--- src/rtl/axis_pkt_mux_if.sv ---
// axis_pkt_mux_if: slave streams, master stream, select and status of the packet mux
interface axis_pkt_mux_if #(
    parameter int NUM_CH = 4,
    parameter int DATA_W = 8,
    parameter int SEL_W = (NUM_CH > 1) ? $clog2(NUM_CH) : 1
);
    logic [NUM_CH*DATA_W-1:0] S_TDATA;
    logic [NUM_CH-1:0] S_TVALID;
    logic [NUM_CH-1:0] S_TLAST;
    logic [NUM_CH-1:0] S_TREADY;
    logic [SEL_W-1:0] sel;
    logic [DATA_W-1:0] M_TDATA;
    logic M_TVALID;
    logic M_TLAST;
    logic M_TREADY;
    logic busy;
    logic [SEL_W-1:0] grant;
    modport slave (
        input S_TDATA, S_TVALID, S_TLAST, sel, M_TREADY,
        output S_TREADY, M_TDATA, M_TVALID, M_TLAST, busy, grant
    );
    modport master (
        output S_TDATA, S_TVALID, S_TLAST, sel, M_TREADY,
        input S_TREADY, M_TDATA, M_TVALID, M_TLAST, busy, grant
    );
endinterface

--- src/rtl/axis_pkt_mux.sv ---
// axis_pkt_mux: packet-locked N:1 AXI-Stream mux with a registered output stage,
// channel chosen by sel (MODE=0) or round-robin (MODE=1) and held until TLAST.
module axis_pkt_mux #(
    parameter int NUM_CH = 4,
    parameter int DATA_W = 8,
    parameter int MODE = 0
) (
    input logic ACLK,
    input logic ARESET,
    axis_pkt_mux_if.slave bus
);
    localparam int SEL_W = (NUM_CH > 1) ? $clog2(NUM_CH) : 1;
    typedef enum logic {IDLE, LOCK} state_t;
    state_t state, state_nx;
    logic [SEL_W-1:0] grant_q, grant_nx, rr_ptr, rr_nx, rr_ch;
    logic [DATA_W-1:0] g_data;
    logic rr_hit, sel_hit, rdy, acc, g_last;
    assign rdy = (state == LOCK) && (!bus.M_TVALID || bus.M_TREADY);
    assign acc = rdy && bus.S_TVALID[grant_q];
    assign g_last = bus.S_TLAST[grant_q];
    assign bus.S_TREADY = rdy ? NUM_CH'(1) << grant_q : '0;
    assign bus.busy = state == LOCK;
    assign bus.grant = grant_q;
    assign sel_hit = ({1'b0, bus.sel} < (SEL_W + 1)'(NUM_CH)) && bus.S_TVALID[bus.sel];
    always_comb begin
        g_data = '0;
        for (int j = 0; j < NUM_CH; j++)
            if (j == int'(grant_q)) g_data = bus.S_TDATA[j*DATA_W +: DATA_W];
    end
    // Wrapped half first; the half after rr_ptr overrides, so the nearest channel after rr_ptr wins
    always_comb begin
        rr_hit = 1'b0;
        rr_ch = '0;
        for (int j = NUM_CH - 1; j >= 0; j--)
            if (bus.S_TVALID[j] && j <= int'(rr_ptr)) begin
                rr_hit = 1'b1;
                rr_ch = SEL_W'(j);
            end
        for (int j = NUM_CH - 1; j >= 0; j--)
            if (bus.S_TVALID[j] && j > int'(rr_ptr)) begin
                rr_hit = 1'b1;
                rr_ch = SEL_W'(j);
            end
    end
    always_comb begin
        state_nx = state;
        grant_nx = grant_q;
        rr_nx = rr_ptr;
        if (state == IDLE) begin
            if (MODE == 0 && sel_hit) begin
                state_nx = LOCK;
                grant_nx = bus.sel;
            end else if (MODE != 0 && rr_hit) begin
                state_nx = LOCK;
                grant_nx = rr_ch;
                rr_nx = rr_ch;
            end
        end else if (acc && g_last) begin
            state_nx = IDLE;
        end
    end
    always_ff @(posedge ACLK or posedge ARESET) begin
        if (ARESET) begin
            state <= IDLE;
            grant_q <= '0;
            rr_ptr <= SEL_W'(NUM_CH - 1);
            bus.M_TVALID <= 1'b0;
            bus.M_TLAST <= 1'b0;
            bus.M_TDATA <= '0;
        end else begin
            state <= state_nx;
            grant_q <= grant_nx;
            rr_ptr <= rr_nx;
            if (acc) begin
                bus.M_TDATA <= g_data;
                bus.M_TLAST <= g_last;
                bus.M_TVALID <= 1'b1;
            end else if (bus.M_TREADY) begin
                bus.M_TVALID <= 1'b0;
            end
        end
    end
endmodule

--- src/flat_wrapper.sv ---
// flat-port wrapper written by rule: the top's interface ports become plain ports
module axis_pkt_mux_flat 
#(
    parameter int NUM_CH = 4,
    parameter int DATA_W = 8,
    parameter int MODE = 0
)
  (ACLK, ARESET, bus_S_TDATA, bus_S_TVALID, bus_S_TLAST, bus_sel, bus_M_TREADY, bus_S_TREADY, bus_M_TDATA, bus_M_TVALID, bus_M_TLAST, bus_busy, bus_grant);
  axis_pkt_mux_if #(.NUM_CH(NUM_CH), .DATA_W(DATA_W)) bus_i ();
  input logic ACLK;
  input logic ARESET;
  input wire logic [$bits(bus_i.S_TDATA)-1:0] bus_S_TDATA;
  input wire logic [$bits(bus_i.S_TVALID)-1:0] bus_S_TVALID;
  input wire logic [$bits(bus_i.S_TLAST)-1:0] bus_S_TLAST;
  input wire logic [$bits(bus_i.sel)-1:0] bus_sel;
  input wire logic [$bits(bus_i.M_TREADY)-1:0] bus_M_TREADY;
  output wire logic [$bits(bus_i.S_TREADY)-1:0] bus_S_TREADY;
  output wire logic [$bits(bus_i.M_TDATA)-1:0] bus_M_TDATA;
  output wire logic [$bits(bus_i.M_TVALID)-1:0] bus_M_TVALID;
  output wire logic [$bits(bus_i.M_TLAST)-1:0] bus_M_TLAST;
  output wire logic [$bits(bus_i.busy)-1:0] bus_busy;
  output wire logic [$bits(bus_i.grant)-1:0] bus_grant;
  assign bus_i.S_TDATA = bus_S_TDATA;
  assign bus_i.S_TVALID = bus_S_TVALID;
  assign bus_i.S_TLAST = bus_S_TLAST;
  assign bus_i.sel = bus_sel;
  assign bus_i.M_TREADY = bus_M_TREADY;
  assign bus_S_TREADY = bus_i.S_TREADY;
  assign bus_M_TDATA = bus_i.M_TDATA;
  assign bus_M_TVALID = bus_i.M_TVALID;
  assign bus_M_TLAST = bus_i.M_TLAST;
  assign bus_busy = bus_i.busy;
  assign bus_grant = bus_i.grant;
  axis_pkt_mux #(.NUM_CH(NUM_CH), .DATA_W(DATA_W), .MODE(MODE)) u_core (.ACLK(ACLK), .ARESET(ARESET), .bus(bus_i));
endmodule
--- config.mk ---
export PLATFORM = sky130hd
export DESIGN_NAME = axis_pkt_mux_flat
export DESIGN_NICKNAME = d
export VERILOG_FILES = /design/src/rtl/axis_pkt_mux_if.sv /design/src/rtl/axis_pkt_mux.sv /design/src/flat_wrapper.sv
export SDC_FILE = /design/constraint.sdc
export NUM_CORES = 1
export LEC_CHECK = 0
export ABC_AREA = 1
export CELL_PAD_IN_SITES_DETAIL_PLACEMENT = 0
export CELL_PAD_IN_SITES_GLOBAL_PLACEMENT = 1
export CORE_AREA = 2 2 68 64
export CTS_CLUSTER_SIZE = 16
export DETAILED_ROUTE_END_ITERATION = 6
export DIE_AREA = 0 0 70 66
export PLACE_DENSITY_LB_ADDON = 0.1
export SYNTH_ARGS = -nofsm -noshare
export SYNTH_HDL_FRONTEND = slang
export SYNTH_SLANG_ARGS = --single-unit
--- constraint.sdc ---
create_clock -name ACLK -period 2.6 [get_ports ACLK]
set_input_delay 0.26 -clock ACLK [delete_from_list [all_inputs] [get_ports ACLK]]
set_output_delay 0.26 -clock ACLK [all_outputs]
set_load 0.05 [all_outputs]
==> reports/qor_table.md <==
| Step | Parameter | Value |
|:---|:---|:---|
| worst setup path | Timing startpoint of the critical path | u_core.bus.grant[0] |
| worst hold path | Classification of the worst-slack hold path | primary input to async pin |
| synth | Seq cells post-synth | 13 |
| synth | Number of instances in the synthesized netlist | 137 |
| sta | Final setup viols | 0 |
| clock network | Post-CTS clock slew at the launch and capture registers of the worst setup and hold paths | 0.05 ns |
| synth | Most frequent cells after synthesis | 87 x nand2_1, 13 x dfrtp_1, 8 x inv_1, 8 x nand4_1 |
| clock network | H-tree levels | 1 |
| synth | EDFF count, synth | 0 |
| synth | Part of the Yosys area used for sequential elements | 37.8% |
| clock network | Number of clock sinks | 13 |
| clock network | Post-CTS resize count | 0 |
| floorplan | Initial core utilization | 22.0% |
| floorplan | Placeable core region | 3910 sq um |
| place | Post-placement setup slack | 0.490 ns |
| clock network | CTS Hold Buffers Added | 0 |
| clock network | Buffers inserted during post-CTS setup optimization | 0 |
| floorplan | Total Die Area | 4620 sq um |
| place | Number of instances in the placed design | 243 |
| cells and area | Count of non-filler cells in the finished layout | 247 |
| worst setup path | Highest net fanout along the worst path | 12 |
| detailed routing | Via/cell ratio | 4.15 |
| sta | Crit path time final | 2.30 ns |
| synth | Area of the mapped netlist | 861 sq um |
| worst setup path | Crit Reg-Reg Startpoint | u_core.bus.grant[0] |
| floorplan | Die height | 66 microns |
| sta | Relative slew margins | 65.9% |
| worst setup path | Critical path destination | bus_S_TREADY[1] |
| cells and area | Net count of the finished layout | 245 |
| sta | Final WS setup | 0.297 ns |
| sta | Final setup TNS | 0 ns |
| detailed routing | Post-detailed-route DRC marker count | 0 |
| cells and area | Signed area change from the synthesized netlist to the final layout | 79.7% |
| place | Placed inst area | 1500 sq um |
| detailed routing | Routed via count | 1024 |
| power and ir drop | Leak pwr | 0.729 nW |
| global route | Antenna violations before repair | 0 |
| worst setup path | Data arrival time at the worst-slack endpoint | 2.04 ns |
| sta | Layout Skew | 0.00190 ns |
| place | Routability congestion estimate | 0.712 |
| worst setup path | Delay of the slowest cell on the worst path | 0.82 ns |
| power and ir drop | Total power after layout | 1.77 mW |
| status | Status | complete, no violations |
| synth | Synthesized area per cell | 6.28 sq um |
| floorplan | IO Pins | 62 |
| synth | Number of unique standard cell types used by synthesis | 17 |
| global route | Overflow left after global routing | 0 |
| sta | Final hold vios | 0 |
| sta | Unrepaired setup endpoints after global routing | no |
| detailed routing | Number of nets with antenna violations after detailed routing | 0 |
| worst setup path | Crit path launch type | register |
| worst setup path | Endpoint class of the critical path | output pin |
| worst setup path | Reg-to-reg critical path endpoint | u_core.bus.M_TDATA[7] |
| floorplan | Std cell rows | 22 |
| detailed routing | Post-detailed-routing wire length | 2650 microns |
| power and ir drop | Worst vdd ir | 0.000477 V |
| synth | Leading cell types by total area after synthesis | nand2_1 38%, dfrtp_1 38%, nand4_1 5.8%, inv_1 3.5%, buf_6 2.6% |
| worst setup path | CP Class | register to output pin |
| sta | Number of max-slew violations in the final report | 0 |
| run | Max Cap Violations | 0 |
| worst setup path | Library cell contributing the largest single delay on the critical path | clkdlybuf4s50_1 |
| synth | Library cell with the highest instance count after synthesis | nand2_1 |
| detailed routing | Count of TritonRoute iterations in the first routing pass | 4 |
| worst setup path | Cell-by-cell listing of the critical path | inv_1 > nor3_1 > clkdlybuf4s50_1 |
| cells and area | Cell area after layout | 1550 sq um |
| synth | Fraction of registers with async set or reset after synthesis | 100% |
| synth | Top cell type's share of synthesized area | 37.9% |
| clock network | Deepest clock path buffer count | 2 |
| clock network | Number of buffers inserted during clock tree synthesis | 3 |
| synth | Most used DFF post-synth | dfrtp_1 |
| worst setup path | Worst reg-to-reg setup slack | 0.99 ns |
| cells and area | Layout cell share with drive strength beyond 1 | 5.53% |
| cells and area | Antenna diode count | 0 |
| detailed routing | Average wire per cell in the routed design | 10.7 microns |
| sta | Fin crit share | 88.6% |
| clock network | Later-pin clock latency in the skew report | 0.23 ns |
| global route | Via count of the first global-routing pass | 992 |
| global route | Pin count of the biggest net entering global routing | 14 |
| worst setup path | Number of cells traversed by the worst register-to-register path | 9 |
| synth | Net count of the mapped netlist | 182 |
| clock network | CTS Root Buffer Type | clkbuf_8 |
| sta | Worst Max-Slew Pin Slew | 0.511 ns |
| power and ir drop | PwrDens | 1150 nW/um^2 |
| worst setup path | Required time reported for the critical path endpoint | 2.34 ns |
| clock network | TritonCTS clock tree | built |
| synth | Area leader, netlist | nand2_1 |
| detailed routing | Initial DRC count | 33 |
| global route | Global-route usage over all layers | 11.9% |
| global route | Wire length of the first global-routing pass | 4430 microns |
| floorplan | Die Width | 70 microns |
| place | Port-buffer cells | 61 |
| sta | Max Freq | 434 MHz |
| synth | Count of synthesis-stage warnings from yosys | 0 |
| place | Half-perimeter wire length after placement | 2170 microns |
## cell usage in the layout (no fill, tap or decap), types with 2 or more instances in the layout
cell type,instances
nand4_1,8
nor3_1,3
dfrtp_1,13
inv_1,8
inv_2,2
clkdlybuf4s50_1,61
nand2_1,87
nor2_2,3
clkbuf_8,3
nand3_1,3
## worst max-delay path, delay by kind of cell (launching register included)
kind | cells | cell delay (ns)
buf+inv | 2 | 1.02
flops | 1 | 0.57
simple gates | 1 | 0.21
## layer usage
metal | wire length, microns | GRT usage [%] | part of all wire (%)
met1 | 1400 | 17.2 | 53
met5 | 0 | 0 | 0
met4 | 30 | 5.05 | 1.1
met3 | 200 | 1.98 | 7.5
met2 | 1020 | 17.5 | 38
## cell type report
class | instances | area, sq um
multi-input cells | 111 | 468
repair buffers | 61 | 611
flip-flops and latches | 13 | 325
inverters | 10 | 37.5
well taps | 48 | 60.1
clock buffers | 4 | 45.0
fillers | 402 | 2360
## kinds of logic (layout without fill, tap and decap cells)
kind of cell	Yosys count	in the layout	synth area share, %
AOI/OAI and AO/OA	4	4	3.05
buffers and inverters	13	75	7.85
DFF	13	13	37.8
and+or+nand+nor	107	107	51.3
## worst min path at each step
stage          slack, ns          startpoint               endpoint
3_5_place_dp        0.46  u_core.bus.M_TLAST     u_core.bus.M_TLAST
3_3_place_gp        0.46  u_core.bus.M_TLAST     u_core.bus.M_TLAST
4_1_cts             0.37              ARESET  u_core.bus.M_TDATA[5]
5_1_grt             0.41              ARESET        u_core.bus.busy
6_report            0.35              ARESET        u_core.bus.busy
2_1_floorplan       0.14              ARESET  u_core.bus.M_TDATA[0]
## sequential cells by signal (all words and copies together), names as in the netlist
signal               flops
u_core.bus.M_TVALID      1
u_core.bus.grant         2
u_core.bus.M_TDATA       8
u_core.bus.M_TLAST       1
u_core.bus.busy          1
## per-stage QoR
step           hold WS [ns]  utilization (%)
2_1_floorplan         0.137                -
3_3_place_gp          0.457             38.4
3_5_place_dp          0.465             38.4
4_1_cts               0.367             39.6
5_1_grt               0.411             39.6
6_report              0.353             39.6
## report_power, final
group	leakage, nW	internal (mW)	total [mW]	switching (mW)
Combinational	0.545	0.405	1.21	0.810
Sequential	0.162	0.298	0.389	0.0911
Clock	0.0228	0.108	0.171	0.0630
Total	0.729	0.811	1.77	0.964
(Power assumes the default switching activity.)
